==> src/rtl/riscv_memory.sv <==
// M stage of the RISC-V pipeline: drives the data-memory port, stalls on slow
// memory, aborts hung accesses and registers the W-stage fields.
`ifndef XLEN
`define XLEN 32
`endif

module riscv_memory #(
    parameter int MEM_TIMEOUT = 255
) (
    input  logic              i_clk,
    input  logic              i_rstn,
    input  logic              i_valid_m,
    input  logic [`XLEN-1:0]  i_alu_result_m,
    input  logic [`XLEN-1:0]  i_write_data_m,
    input  logic [`XLEN-1:0]  i_pc_plus_4m,
    input  logic [`XLEN-1:0]  i_ext_imm_m,
    input  logic [4:0]        i_rd_m,
    input  logic              i_reg_write_m,
    input  logic [1:0]        i_result_src_m,
    input  logic              i_mem_write_m,
    input  logic [2:0]        i_funct3_m,
    output logic              o_dmem_req,
    output logic              o_dmem_we,
    output logic [`XLEN-1:0]  o_dmem_addr,
    output logic [`XLEN-1:0]  o_dmem_wdata,
    output logic [3:0]        o_dmem_wstrb,
    input  logic              i_dmem_ack,
    input  logic [`XLEN-1:0]  i_dmem_rdata,
    output logic              o_stall_m,
    output logic              o_misalign_w,
    output logic              o_timeout_w,
    output logic              o_valid_w,
    output logic [`XLEN-1:0]  o_alu_result_w,
    output logic [`XLEN-1:0]  o_read_data_w,
    output logic [`XLEN-1:0]  o_pc_plus_4w,
    output logic [`XLEN-1:0]  o_ext_imm_w,
    output logic [4:0]        o_rd_w,
    output logic              o_reg_write_w,
    output logic [1:0]        o_result_src_w
);

    typedef enum logic {S_IDLE, S_WAIT} state_e;

    state_e           state_q, state_d;
    logic [7:0]       cnt_q, cnt_d;
    logic             is_load, is_store, is_mem, legal, aligned;
    logic             pending, misalign, abort, load_ok;
    logic [`XLEN-1:0] lane, load_data;

    always_comb begin
        is_load  = (i_result_src_m == 2'b01);
        is_store = i_mem_write_m;
        is_mem   = i_valid_m & (is_load | is_store);
        if (is_store) legal = (i_funct3_m inside {3'b000, 3'b001, 3'b010});
        else          legal = (i_funct3_m inside {3'b000, 3'b001, 3'b010, 3'b100, 3'b101});
        case (i_funct3_m[1:0])
            2'b01:   aligned = ~i_alu_result_m[0];
            2'b10:   aligned = (i_alu_result_m[1:0] == 2'b00);
            default: aligned = 1'b1;
        endcase
    end

    assign pending  = is_mem & legal & aligned;
    assign misalign = is_mem & ~(legal & aligned);
    // The abort cycle itself no longer requests, so a late ack cannot race the abort.
    assign abort      = i_rstn & (state_q == S_WAIT) & (cnt_q == 8'(MEM_TIMEOUT));
    assign o_dmem_req = i_rstn & (((state_q == S_IDLE) & pending) | ((state_q == S_WAIT) & ~abort));
    assign o_stall_m  = o_dmem_req & ~i_dmem_ack & ~abort;
    assign load_ok    = pending & is_load & ~is_store & o_dmem_req & i_dmem_ack;

    assign o_dmem_we   = i_mem_write_m;
    assign o_dmem_addr = {i_alu_result_m[`XLEN-1:2], 2'b00};

    always_comb begin
        o_dmem_wdata = i_write_data_m;
        o_dmem_wstrb = 4'b0000;
        case (i_funct3_m[1:0])
            2'b00:   o_dmem_wdata = {4{i_write_data_m[7:0]}};
            2'b01:   o_dmem_wdata = {2{i_write_data_m[15:0]}};
            default: o_dmem_wdata = i_write_data_m;
        endcase
        if (is_store) begin
            case (i_funct3_m[1:0])
                2'b00:   o_dmem_wstrb = 4'b0001 << i_alu_result_m[1:0];
                2'b01:   o_dmem_wstrb = 4'b0011 << i_alu_result_m[1:0];
                default: o_dmem_wstrb = 4'b1111;
            endcase
        end
    end

    always_comb begin
        lane = i_dmem_rdata >> {i_alu_result_m[1:0], 3'b000};
        case (i_funct3_m)
            3'b000:  load_data = {{24{lane[7]}}, lane[7:0]};
            3'b100:  load_data = {24'd0, lane[7:0]};
            3'b001:  load_data = {{16{lane[15]}}, lane[15:0]};
            3'b101:  load_data = {16'd0, lane[15:0]};
            default: load_data = lane;
        endcase
    end

    always_comb begin
        state_d = state_q;
        cnt_d   = cnt_q;
        case (state_q)
            S_IDLE: begin
                if (pending && !i_dmem_ack) begin
                    state_d = S_WAIT;
                    cnt_d   = 8'd0;
                end
            end
            S_WAIT: begin
                if (i_dmem_ack || abort) state_d = S_IDLE;
                else                     cnt_d   = cnt_q + 8'd1;
            end
            default: state_d = S_IDLE;
        endcase
    end

    always_ff @(posedge i_clk) begin
        if (!i_rstn) begin
            state_q <= S_IDLE;
            cnt_q   <= 8'd0;
        end else begin
            state_q <= state_d;
            cnt_q   <= cnt_d;
        end
    end

    // A stalled cycle retires nothing: W gets an all-zero bubble.
    always_ff @(posedge i_clk) begin
        if (!i_rstn || o_stall_m) begin
            o_valid_w      <= 1'b0;
            o_alu_result_w <= '0;
            o_read_data_w  <= '0;
            o_pc_plus_4w   <= '0;
            o_ext_imm_w    <= '0;
            o_rd_w         <= 5'd0;
            o_reg_write_w  <= 1'b0;
            o_result_src_w <= 2'b00;
            o_misalign_w   <= 1'b0;
            o_timeout_w    <= 1'b0;
        end else begin
            o_valid_w      <= i_valid_m;
            o_alu_result_w <= i_alu_result_m;
            o_read_data_w  <= load_ok ? load_data : '0;
            o_pc_plus_4w   <= i_pc_plus_4m;
            o_ext_imm_w    <= i_ext_imm_m;
            o_rd_w         <= i_rd_m;
            o_reg_write_w  <= i_valid_m & i_reg_write_m & ~misalign & ~abort;
            o_result_src_w <= i_result_src_m;
            o_misalign_w   <= misalign;
            o_timeout_w    <= abort;
        end
    end

endmodule

==> config.mk <==
export PLATFORM = sky130hd
export DESIGN_NAME = riscv_memory
export DESIGN_NICKNAME = d
export VERILOG_FILES = /design/src/rtl/riscv_memory.sv
export SDC_FILE = /design/constraint.sdc
export NUM_CORES = 1
export LEC_CHECK = 0
export ABC_AREA = 0
export CORE_AREA = 4 4 147 149
export DETAILED_ROUTE_END_ITERATION = 10
export DIE_AREA = 0 0 151 153
export GPL_ROUTABILITY_DRIVEN = 0
export GPL_TIMING_DRIVEN = 0
export PLACE_DENSITY = 0.66
export REMOVE_ABC_BUFFERS = 1
export SETUP_SLACK_MARGIN = 0.2
export SLEW_MARGIN = 30
export SYNTH_ARGS = -nofsm -noshare
export SYNTH_HDL_FRONTEND = slang
export SYNTH_SLANG_ARGS = --single-unit
==> constraint.sdc <==
create_clock -name i_clk -period 3.9 [get_ports i_clk]
set_input_delay 0.975 -clock i_clk [delete_from_list [all_inputs] [get_ports i_clk]]
set_output_delay 0.975 -clock i_clk [all_outputs]
set_load 0.05 [all_outputs]
==> impl_metrics.toml <==
[outcome]
status = "completed"

[clock_tree]
tritoncts = "built"
clk_pin_slew_ps = 60
htree_levels = 4
clock_latency_ps = 420
cts_inserted_buffers = 17
cts.hold.buffers_added = 0
clockRootBuffer = "clkbuf_16"
clockBufferDepth = 2
numClockSinks = 148

[critical_path]
path_class = "in -> out"
critical-path-top-delay-family = "buffers and inverters"
end_kind = "output pin"
path_buf_inv = 2
path_max_fanout = 36
max_stage_delay_ps = 570
cp_data_arrival_time_ps = 2610
cp_slowest_cell = "nor2b_2"
required_ps = 2920
crit_path_start_kind = "primary input"
cp.depth = 5
cp_cell_sequence = "buf_2, nor2b_2, nand2_1, a21boi_0, buf_4"
r2r_cells = 6

[sta]
setup_viol = 0
period_minus_slack_ps = 3590
finalHoldViolations = 0
tightest_slew_ps = 897
rsz0062_at_grt = "yes"
tns_ps = 0
post-route-period-util_pct = 91.9
skew_ps = 9.74
max_freq_mhz = 279
slew_headroom_pct = 40.2
slew_viol_final = 0
timing.hold.ws_ps = 491

[drt]
post_drt_via_cell_ratio = 4.30
drtPass1Iterations = 4
final_antenna_net_count = 0
drc = 0
wl_um = 20500
drt-initial-drc-count = 124
wire_per_inst_um = 17.3
vias = 5117

[final_layout]
num_antenna_cells = 0
nets = 1089
drive_gt1_share_pct = 11.3
syn2layout_area_growth_pct = 76.9
fill_cells = 1884

[power_and_ir_drop]
p_leak_nw = 3.90
power_density_nw_per_um2 = 438
ir_drop_v = 0.000253

[placed_design]
portBuffers = 383
post-dp-hpwl_um = 15700

[worst_hold_path]
worstHoldPathType = "reg -> reg"
worstHoldPathCells = 2

[yosys]
yosysSeqAreaShare_pct = 52.2
synth_cells = 571
ys_seq_elements = 148
synth_top_flop_cell = "dfxtp_1"
synth_edf_count = 0
yosysWarnings = 0
syn_area_per_cell_um2 = 9.94
ys_types = 47
synthArstFlopShare_pct = 0
syn-cell-area_um2 = 5680

[global_route]
overflow = 0
grt_pass1_vias = 5056
antenna_found_initial = 2
grtUsageTotal_pct = 17.0
grt_pass1_wl_um = 29600
grt_max_degree = 105

[die]
die_w_um = 151
ioPinCount = 386
core_area_um2 = 20200
dieHeight_um = 153
rows = 52
start_util_pct = 28.2
die_area_um2 = 23100

[run]
cap_violations = 0
-- power breakdown --
group	switching [mW]	leakage, nW	internal (mW)
Clock	0.727	0.315	1.04
Combinational	0.624	2.36	0.411
Sequential	0.0170	1.22	1.58
-- worst reg2reg max path: cells and delay by family, from the launching register on --
family	cells	cell delay (ps)
AND/OR/NAND/NOR	3	1050
AO/OA/AOI/OAI	2	510
flip-flops	1	330
adder cells (fa/ha/maj)	1	250
-- cell usage after synthesis, types with 2 or more instances --
library cell | instances | area share [%]
a211oi_1 | 9 | 1.2
a211oi_2 | 6 | 1.3
a21boi_0 | 2 | 0.26
a21oi_1 | 34 | 3.0
a22o_1 | 8 | 1.2
a22oi_1 | 8 | 1.1
and2_1 | 104 | 11
and3_1 | 2 | 0.22
buf_1 | 2 | 0.13
buf_2 | 6 | 0.53
buf_4 | 45 | 5.9
buf_6 | 7 | 1.4
clkbuf_1 | 11 | 0.73
clkbuf_2 | 4 | 0.35
dfxtp_1 | 148 | 52
ha_1 | 6 | 1.3
inv_1 | 5 | 0.33
mux2_2 | 13 | 2.6
mux2i_1 | 10 | 1.8
nand2_1 | 64 | 4.2
nand2b_1 | 2 | 0.22
nand3_1 | 4 | 0.35
nand4_1 | 2 | 0.22
nor2_1 | 6 | 0.40
nor2_2 | 2 | 0.22
nor2b_1 | 11 | 1.2
nor3_1 | 5 | 0.44
o21a_1 | 4 | 0.53
o21ai_0 | 16 | 1.4
o31ai_1 | 2 | 0.26
or3_1 | 7 | 0.77
-- layout by cell type, fill, tap and decap left out, types with 4 or more instances in the layout --
| cell | instances |
|---|---|
| inv_1 | 4 |
| clkdlybuf4s15_2 | 13 |
| mux2_2 | 13 |
| or3_1 | 6 |
| clkbuf_16 | 17 |
| a22oi_1 | 8 |
| a21oi_1 | 34 |
| clkdlybuf4s50_1 | 354 |
| and2_1 | 104 |
| nand2_1 | 64 |
| o21a_1 | 4 |
| nand3_1 | 4 |
| ha_1 | 4 |
| a22o_1 | 8 |
| nor3_1 | 4 |
| nor2b_1 | 10 |
| buf_4 | 9 |
| nor2_1 | 6 |
| o21ai_0 | 16 |
| inv_6 | 5 |
| dfxtp_1 | 148 |
| mux2i_1 | 10 |
| buf_2 | 11 |
| a211oi_1 | 9 |
| a211oi_2 | 6 |
-- metal layers --
layer | up-vias | global-route usage, % | part of all wire (%)
li1 | 2526 | - | -
met1 | 2302 | 17.8 | 37
met2 | 257 | 30.5 | 51
met3 | 28 | 6.96 | 10
met4 | 4 | 5.22 | 2.0
met5 | - | 0 | 0.13
-- worst paths after layout --
check,endpoint,slack (ps),start
min reg2reg,cnt_q[5]$_SDFFE_PN0P_,490,cnt_q[5]$_SDFFE_PN0P_
max,o_dmem_wstrb[2],310,i_alu_result_m[0]
max reg2reg,o_read_data_w[23]$_SDFF_PP0_,1670,cnt_q[0]$_SDFFE_PN0P_
min,cnt_q[5]$_SDFFE_PN0P_,490,cnt_q[5]$_SDFFE_PN0P_
-- cell type report --
class	instances	area (um^2)	area share, %
Clock buffer	17	425	4.23
Clock inverter	15	214	2.13
Inverter	6	25.0	0.249
Multi-Input combinational cell	343	2230	22.2
Sequential cell	148	2960	29.5
Tap cell	270	338	3.36
Timing Repair Buffer	391	3850	38.3
-- cell families after synthesis --
kind of cell | Yosys count | synth area share (%)
multiplexers | 23 | 4.34
flip-flops | 148 | 52.2
other | 1 | 0.0660
AO/OA/AOI/OAI | 97 | 12.0
adder cells (fa/ha/maj) | 6 | 1.32
buffers and inverters | 81 | 9.48
AND/OR/NAND/NOR | 215 | 20.6
-- flip-flops by register name, summed over array words and instances (netlist names) --
| register | cells |
|---|---|
| o_read_data_w | 32 |
| o_ext_imm_w | 32 |
| state_q | 1 |
| o_valid_w | 1 |
| o_pc_plus_4w | 32 |
| o_alu_result_w | 32 |
| o_misalign_w | 1 |
| o_rd_w | 5 |
| o_result_src_w | 2 |
| o_reg_write_w | 1 |
| o_timeout_w | 1 |
| cnt_q | 8 |
-- per-stage QoR --
| stage | instance area, um^2 | std cells | total power, mW | util [%] | setup WS (ps) |
|---|---|---|---|---|---|
| floorplan | 5170 | 497 | 2.11 | - | -494 |
| detailed placement | 9350 | 1151 | 2.67 | 46.3 | -2020 |
| global route | 10000 | 1190 | 4.58 | 49.8 | 157 |
| CTS | 10000 | 1188 | 4.47 | 49.7 | 212 |
| finish | 10000 | 1190 | 4.40 | 49.8 | 315 |
| global placement | 9340 | 1150 | 2.67 | 46.3 | -2010 |
-- timing repair --
action | CTS | global route
buffers inserted | 5 | 2
pin swaps | 4 | 0
endpoints found under the setup margin | 177 | 8
gates resized for setup | 119 | 1
(Power assumes the default switching activity.)
